$ cat src/rtl/uart_cmd_decoder_pkg.sv
// Purpose: shared constants, state encoding and error codes for the UART command decoder.
// Latency: n/a (package only).
// Backpressure: n/a (package only).
package uart_cmd_pkg;

  localparam logic [7:0] SYNC_BYTE = 8'hA5;
  localparam logic [7:0] CMD_REG   = 8'h01;
  localparam logic [7:0] CMD_MEM   = 8'h02;

  localparam logic [1:0] ERR_CMD = 2'd0;
  localparam logic [1:0] ERR_CHK = 2'd1;
  localparam logic [1:0] ERR_OVF = 2'd2;
  localparam logic [1:0] ERR_TMO = 2'd3;

  // DONE_WAIT holds a good MEM frame until its last write has been accepted.
  typedef enum logic [3:0] {
    ST_HUNT,
    ST_CMD,
    ST_REG_A,
    ST_REG_D,
    ST_ADR_H,
    ST_ADR_L,
    ST_LEN,
    ST_PAYLOAD,
    ST_CHECK,
    ST_DONE_WAIT
  } state_t;

endpackage

$ cat src/rtl/uart_cmd_decoder_timer.sv
// Purpose: inter-byte watchdog; counts clocks since the last load and flags expiry.
// Latency: expired rises TIMEOUT_CLKS cycles after the last load and stays up until reloaded.
// Backpressure: none; load always wins.
module uart_cmd_timer #(
  parameter int unsigned TIMEOUT_CLKS = 20880
) (
  input  logic clk,
  input  logic rst_n,
  input  logic load,
  output logic expired
);

  localparam int CW = $clog2(TIMEOUT_CLKS + 1);
  localparam logic [CW-1:0] LIMIT = CW'(TIMEOUT_CLKS);

  logic [CW-1:0] cnt;

  // Saturating up-counter, cleared by load.
  always_ff @(posedge clk or negedge rst_n) begin
    if (!rst_n) begin
      cnt <= '0;
    end else if (load) begin
      cnt <= '0;
    end else if (cnt != LIMIT) begin
      cnt <= cnt + 1'b1;
    end
  end

  assign expired = (cnt == LIMIT);

endmodule

$ cat src/rtl/uart_cmd_decoder.sv
// Purpose: parse A5-framed host commands from the UART byte stream into VIC register writes and memory byte writes.
// Latency: every output is registered one cycle after the rx byte that causes it; MEM done waits for the last write to be accepted.
// Backpressure: mem_valid holds until mem_ready; a payload byte arriving while a write is still pending aborts the frame (overflow).
// Optional feature: define UART_CMD_TIMEOUT_EN to abort stalled frames after TIMEOUT_CLKS idle cycles.
module uart_cmd_decoder
  import uart_cmd_pkg::*;
#(
  parameter int          ADDR_W       = 14,
  parameter int unsigned TIMEOUT_CLKS = 20880
) (
  input  logic              clk,
  input  logic              rst_n,
  input  logic [7:0]        rx_data,
  input  logic              rx_valid,
  output logic              reg_we,
  output logic [5:0]        reg_addr,
  output logic [7:0]        reg_data,
  output logic              mem_valid,
  input  logic              mem_ready,
  output logic [ADDR_W-1:0] mem_addr,
  output logic [7:0]        mem_data,
  output logic              done,
  output logic              err,
  output logic [1:0]        err_code
);

  state_t            state;
  logic [7:0]        chk;
  logic [8:0]        byte_cnt;
  logic [8:0]        len;
  logic [ADDR_W-9:0] addr_hi;
  logic              is_mem;
  logic              tmo;

`ifdef UART_CMD_TIMEOUT_EN
  // Idle time is measured from the latest byte; sitting in HUNT keeps it cleared.
  uart_cmd_timer #(.TIMEOUT_CLKS(TIMEOUT_CLKS)) u_timer (
    .clk     (clk),
    .rst_n   (rst_n),
    .load    (rx_valid || (state == ST_HUNT)),
    .expired (tmo)
  );
`else
  assign tmo = 1'b0;
`endif

  // Frame parser: one state step per received byte, with write handshake and pulse outputs.
  always_ff @(posedge clk or negedge rst_n) begin
    if (!rst_n) begin
      state     <= ST_HUNT;
      chk       <= '0;
      byte_cnt  <= '0;
      len       <= '0;
      addr_hi   <= '0;
      is_mem    <= 1'b0;
      reg_we    <= 1'b0;
      reg_addr  <= '0;
      reg_data  <= '0;
      mem_valid <= 1'b0;
      mem_addr  <= '0;
      mem_data  <= '0;
      done      <= 1'b0;
      err       <= 1'b0;
      err_code  <= '0;
    end else begin
      reg_we <= 1'b0;
      done   <= 1'b0;
      err    <= 1'b0;

      // Retire an accepted write; a payload byte below may immediately queue the next one.
      if (mem_valid && mem_ready) begin
        mem_valid <= 1'b0;
        mem_addr  <= mem_addr + 1'b1;
      end

      if (state == ST_DONE_WAIT) begin
        if (!mem_valid || mem_ready) begin
          done  <= 1'b1;
          state <= ST_HUNT;
        end else if (tmo) begin
          err      <= 1'b1;
          err_code <= ERR_TMO;
          state    <= ST_HUNT;
        end
      end else if (rx_valid) begin
        if (state != ST_HUNT && state != ST_CHECK) begin
          chk <= chk ^ rx_data;
        end
        case (state)
          ST_HUNT: begin
            if (rx_data == SYNC_BYTE) begin
              chk   <= '0;
              state <= ST_CMD;
            end
          end
          ST_CMD: begin
            if (rx_data == CMD_REG) begin
              is_mem <= 1'b0;
              state  <= ST_REG_A;
            end else if (rx_data == CMD_MEM) begin
              is_mem <= 1'b1;
              state  <= ST_ADR_H;
            end else begin
              err      <= 1'b1;
              err_code <= ERR_CMD;
              state    <= ST_HUNT;
            end
          end
          ST_REG_A: begin
            reg_addr <= rx_data[5:0];
            state    <= ST_REG_D;
          end
          ST_REG_D: begin
            reg_data <= rx_data;
            state    <= ST_CHECK;
          end
          ST_ADR_H: begin
            addr_hi <= rx_data[ADDR_W-9:0];
            state   <= ST_ADR_L;
          end
          ST_ADR_L: begin
            mem_addr <= {addr_hi, rx_data};
            state    <= ST_LEN;
          end
          ST_LEN: begin
            len      <= (rx_data == 8'd0) ? 9'd256 : {1'b0, rx_data};
            byte_cnt <= '0;
            state    <= ST_PAYLOAD;
          end
          ST_PAYLOAD: begin
            if (mem_valid && !mem_ready) begin
              err      <= 1'b1;
              err_code <= ERR_OVF;
              state    <= ST_HUNT;
            end else begin
              mem_valid <= 1'b1;
              mem_data  <= rx_data;
              byte_cnt  <= byte_cnt + 9'd1;
              if (byte_cnt + 9'd1 == len) begin
                state <= ST_CHECK;
              end
            end
          end
          ST_CHECK: begin
            if (rx_data != chk) begin
              err      <= 1'b1;
              err_code <= ERR_CHK;
              state    <= ST_HUNT;
            end else if (!is_mem) begin
              reg_we <= 1'b1;
              done   <= 1'b1;
              state  <= ST_HUNT;
            end else if (!mem_valid || mem_ready) begin
              done  <= 1'b1;
              state <= ST_HUNT;
            end else begin
              state <= ST_DONE_WAIT;
            end
          end
          default: state <= ST_HUNT;
        endcase
      end else if (tmo && state != ST_HUNT) begin
        err      <= 1'b1;
        err_code <= ERR_TMO;
        state    <= ST_HUNT;
      end
    end
  end

endmodule
$ cat config.mk
export PLATFORM = sky130hd
export DESIGN_NAME = uart_cmd_decoder
export DESIGN_NICKNAME = d
export VERILOG_FILES = /design/src/rtl/uart_cmd_decoder_pkg.sv /design/src/rtl/uart_cmd_decoder_timer.sv /design/src/rtl/uart_cmd_decoder.sv
export SDC_FILE = /design/constraint.sdc
export NUM_CORES = 1
export LEC_CHECK = 0
export ABC_AREA = 1
export CORE_ASPECT_RATIO = 2
export CORE_MARGIN = 1.5
export CORE_UTILIZATION = 51
export CTS_BUF_LIST = sky130_fd_sc_hd__clkbuf_4 sky130_fd_sc_hd__clkbuf_8
export CTS_CLUSTER_DIAMETER = 40
export DETAILED_ROUTE_END_ITERATION = 8
export PLACE_DENSITY = 0.89
export SKIP_LAST_GASP = 1
export SLEW_MARGIN = 10
export SYNTH_ARGS = -nofsm -noshare
export SYNTH_HDL_FRONTEND = slang
export SYNTH_SLANG_ARGS = --single-unit
$ cat constraint.sdc
create_clock -name clk -period 1.7 [get_ports clk]
set_input_delay 0.34 -clock clk [delete_from_list [all_inputs] [get_ports clk]]
set_output_delay 0.34 -clock clk [all_outputs]
set_load 0.005 [all_outputs]
Word-level counts from Yosys, hierarchy flattened
Index checks and enable logic that the tools add are counted. W data, S select, Z words.

Bits of input ports: 12. Output and inout port bits: 42. Register bits after elaboration: 79. Word-level logic and storage cells: 118.

Bitwise gates (word level): 3. Equality and inequality tests: 23. Add/sub/neg operators: 2. Reductions and logical operators: 23. Mux-type cells: 52.

Operators with widths (count): $mux W14 (4); $mux W4 (9); $pmux W4 S9 (1); $mux W1 (24); $mux W8 (3); $mux W9 (2); $pmux W9 S2 (1); $eq A4 B3 Y1 const B (4); $reduce_and A4 Y1 (4); $add A14 B1 Y14 const B (1); $reduce_and A3 Y1 (4); $ne A2 B2 Y1 const B (5); $add A9 B1 Y9 const B (1); $eq A9 B9 Y1 (1); $eq A4 B2 Y1 const B (2); $eq A4 B4 Y1 const B (2); $eq A8 B1 Y1 const B (1); $eq A8 B2 Y1 const B (1); $eq A8 B8 Y1 const B (1); $logic_not A8 Y1 (1); $mux W2 (4); $ne A4 B4 Y1 const B (2); $ne A8 B8 Y1 (1); $xor A8 B8 Y8 (1); 16 further kinds (23).

Longest topological paths before layout
Depth after elaboration: 8. Mapped depth: 14. Gate-level depth less buffers: 14.

Worst setup path after synthesis
OpenSTA, ideal clock, no wires.

Path kind: register to register. Start: register byte_cnt[0]. End: register state[2]. Path buffers: 0. Clock period less this slack: 1.623 ns. Setup slack: 0.077 ns. Data arrival time: 1.506 ns. Cell stages (with the launch flop): 12. Cell sequence: dfrtp_1 ha_1 xnor2_1 nand2_1 nor2_1 nand3_1 nor2_1 nand3_1 nand2_2 nand2_2 nand2_1 nand2_1.

Longest elaborated chain between the ends: 4.

Ends and longest elaborated chain: from (decl) (line uart_cmd_decoder.sv:29) `logic [8:0] byte_cnt;`; from (signal assigned) (line uart_cmd_decoder.sv:138) `byte_cnt <= byte_cnt + 9'd1;`; $add A9 B1 Y9 (line uart_cmd_decoder.sv:139) `if (byte_cnt + 9'd1 == len) begin`; $eq A9 B9 Y1 (line uart_cmd_decoder.sv:139); $ne A4 B4 Y1 (no line); $reduce_and A4 Y1 (no line); to (signal assigned) (line uart_cmd_decoder.sv:140) `state <= ST_CHECK;`; to (signal assigned) (line uart_cmd_decoder.sv:148) `state <= ST_HUNT;`; to (signal assigned) (line uart_cmd_decoder.sv:152) `state <= ST_HUNT;`; to (decl) (line uart_cmd_decoder.sv:27) `state_t state;`.

No other way between the ends. A chain may end at the register's enable or synchronous reset.

Final worst setup path
Start: register byte_cnt[1]. End: register state[3].

The elaborated chain is that of the path after synthesis.

==> key figures <==
Final layout
  – Area of the multi-input gates: 1780 um^2
  – Reg area: between 1500 and 2000 um^2
  – Share of cells above drive strength 1: a little under a quarter
  – Synth-to-layout area growth: 37.7%
  – Post-route insts no fill: 706
  – NumNets Final: around 620
  – Fill cell count: 538
  – Diodes inserted: 0

Placement
  – Cells after DPL: 679
  – I/O Buffers: between 50 and 60
  – Pre-CTS setup slack: -437 ps
  – DP Wirelength: 8020 um
  – Routability congestion estimate: 1.03

CTS
  – CTS Buf Count: 9
  – CTS tree: done
  – Latest clock arrival within the worst-skew pair: 350 ps
  – Reg clk slew, reported paths: around 70 ps
  – CTS Sinks: 79
  – H-tree levels: 3
  – Maximum clock insertion buffer count: 2
  – Root buffer cell: clkbuf_8

Routing
  – Post-route DRC: 0
  – Starting DRT DRC Count: 199
  – Number of vias per cell: 5.42
  – Average wire per standard cell: 15.9 um
  – Post-Route WL: 11200 um
  – Routed via count: roughly 3800
  – Remaining antenna violation count after routing: 0
  – First-pass DRT Iterations: 5

Timing
  – Final number of setup-violating endpoints: 4
  – Unrepaired setup endpoints after global routing: true
  – Min cycle time layout: between 1500 and 2000 ps
  – Hold Fails Final Rpt: 0
  – Fmax achieved: 548 MHz
  – Actual slew at the worst max-slew pin: between 400 and 500 ps
  – Setup TNS: -449 ps
  – Final Worst Setup Slack: -124 ps
  – Slew Viols, Final: 0
  – Final cycle utilization of the critical path: 107%
  – Setup Skew: 7.73 ps
  – Worst hold margin: 424 ps
  – Slew HR: roughly 70%

Global routing
  – Vias in the first global route: 3709
  – Total track usage: between 20% and 30%
  – Busiest grt layer: met2
  – Met2 Use GR: 48.0%
  – Met1 usage: between 20 and 30%
  – Pin count of the biggest net entering global routing: 32
  – Met3 usage: 3.87%
  – Grt total ovfl: 0
  – First-pass GRT wire length: 17200 um
  – Initial antenna violation count: 0

Power
  – Internal Power: 3.82 mW
  – Tot Pwr: ~5.7 mW
  – Combinational fraction of design power: 30.3%
  – Switch Pwr: 1.88 mW
  – Worst-case vdd ir drop: 0.834 mV
  – Net Sw Frac: 33.0%
  – PwrDens: 1060 nW/um^2
  – Leakage power: about 2.7 nW
  – Register share of total power: 45.9%
  – Clk network pwr share: a little under a quarter

Worst setup path
  – Startpoint types: flip-flop
  – CP most frequent cell: nand2_2
  – Worst Path Class, Setup: flip-flop to flip-flop
  – Crit-path cells: ha_4 > nand2_2 > inv_2 > nand2_2 > nand2_2 > nand2_1 > nand2_2 > nand3_2 > nor2_1 > nand3_1 > nand2_2 > nand2_2 > nand2_1 > nand2_1
  – Critical Path RT: 1940 ps
  – Arrival @ worst endpoint: 2070 ps
  – Max FO, Critical Path: 5
  – CP max-delay cell: dfrtp_1
  – Crit-path max cell delay: 420 ps
  – Crit path capture type: flip-flop

Yosys
  – Post-synth ARST share: 100%
  – Cell Area, Synth: 3930 um^2
  – Top cells by area, synth: dfrtp_1 50%, nand2_1 13%, inv_1 5.4%, o21ai_0 5.4%, nand3_1 4.6%
  – Synth cell types: 35
  – Synth Register Bits: 79
  – Synth warn: 0
  – Synth Flop Type: dfrtp_1
  – Cell with the most instances after synthesis: nand2_1
  – Mapped Nets: a little under 500
  – Commonest cells post-synth: 138 x nand2_1, 79 x dfrtp_1, 56 x inv_1
  – Synth area leader: dfrtp_1
  – Post-synthesis sequential area ratio: 50.4%
  – EDFF count, synth: 0
  – Synth top area share: 50.4%
  – Mapped Cells: 483
  – Synth Area per Inst: between 8 and 9 um^2

Run
  – Maxcap violations: 0

Floorplanning
  – Site Rows: 45
  – Core area: 7540 um^2
  – Die Span Y: around 130 um
  – Die area: 8260 um^2
  – Num ports: 54
  – Starting density of the core: 52.0%
  – Die Width: 65.0 um

Worst hold path
  – Hold Path Class: flip-flop to flip-flop

Status
  – Status: complete, but fails checks
  – Failing checks: negative setup slack
## routing by layer
layer | vias to the layer above | wire length [um]
li1 | 1787 | -
met1 | 1823 | 3980
met2 | 148 | 5990
met3 | 67 | 413
met4 | 0 | 863
met5 | - | 0
## what timing repair did
action | CTS | global route
cloned | 0 | 0
hold buffers | 1 | 0
hold endpoints to repair | 28 | 0
resized for setup | 14 | 33
setup endpoints to repair | 8 | 25
pin swaps | 1 | 10
setup buffers | 4 | 6
## cell usage in the layout (no fill, tap or decap), types with 2 or more instances in the layout
master and instances:
o22ai_2 4, nand4_1 3, dlymetal6s2s_1 4, xnor2_1 10, xor2_1 10, o22ai_1 4, nor3_1 2, nor2_2 7
nand2_2 11, nor2_4 5, nor3_4 3, inv_2 14, buf_12 2, dfrtp_2 2, o21ai_0 41, nor2_1 24
a31oi_1 2, o21ai_1 15, inv_1 52, a21oi_1 8, nand3_1 29, dlygate4sd2_1 3, nand3_2 6, buf_4 65
clkinv_2 3, clkbuf_8 9, nor4_2 2, dfrtp_1 77, nand2_1 132, clkdlybuf4s50_1 45
## critical path, delay by kind of cell, from the launching register on
kind	cells	cell delay, ps
buf+inv	1	70
flops	1	420
simple gates	12	1050
fa+ha+maj	1	190
## kinds of logic after synthesis
logic type	after synthesis	share of synthesized area, %
adder cells (fa/ha/maj)	2	0.637
buffers and inverters	75	7.87
XOR/XNOR	21	4.69
flip-flops	79	50.4
AND/OR/NAND/NOR	227	25.3
AO/OA/AOI/OAI	79	11.1
## worst paths after layout
| path | start | endpoint | slack (ps) | cells after the start |
|---|---|---|---|---|
| setup / recovery | byte_cnt[1] | state[3] | -120 | 14 |
| hold / removal | is_mem | reg_we | 420 | 1 |
| setup reg to reg | byte_cnt[1] | state[3] | -120 | 14 |
| hold reg to reg | is_mem | reg_we | 420 | 1 |
| max in group asynchronous | rst_n | reg_data[7] | 690 | 3 |
| min in group asynchronous | rst_n | reg_addr[2] | 450 | 2 |
## through the flow
| stage | cell area (um^2) | utilization [%] |
|---|---|---|
| after floorplan | 3930 | - |
| after global placement | 4970 | 65.9 |
| after detailed placement | 4970 | 65.9 |
| after CTS | 5240 | 69.5 |
| after global routing | 5410 | 71.7 |
| final | 5410 | 71.7 |
## power groups by stage
stage          clock, mW  sequential (mW)  combinational, mW
6_report            1.36             2.62               1.73
5_1_grt             1.46             2.66               1.90
4_1_cts             1.39             2.59               1.63
3_5_place_dp           0             2.62               1.61
3_3_place_gp           0             2.60               1.55
2_1_floorplan          0             2.57              0.825
## flip-flops by register name (all words and copies together) (netlist names), 6 cells and up
register / cells
len: 9
mem_addr: 14
addr_hi: 6
reg_addr: 6
reg_data: 8
byte_cnt: 9
mem_data: 8
chk: 8
## final cells by class
class | count | share of cell area [%]
Clock buffer | 10 | 2.43
Inverter | 67 | 4.74
Tap cell | 94 | 2.18
Timing Repair Buffer | 121 | 19.9
Sequential cell | 79 | 36.6
Multi-Input combinational cell | 329 | 33.0
Clock inverter | 6 | 1.13
Note: power is estimated with default switching activity, not from simulation.
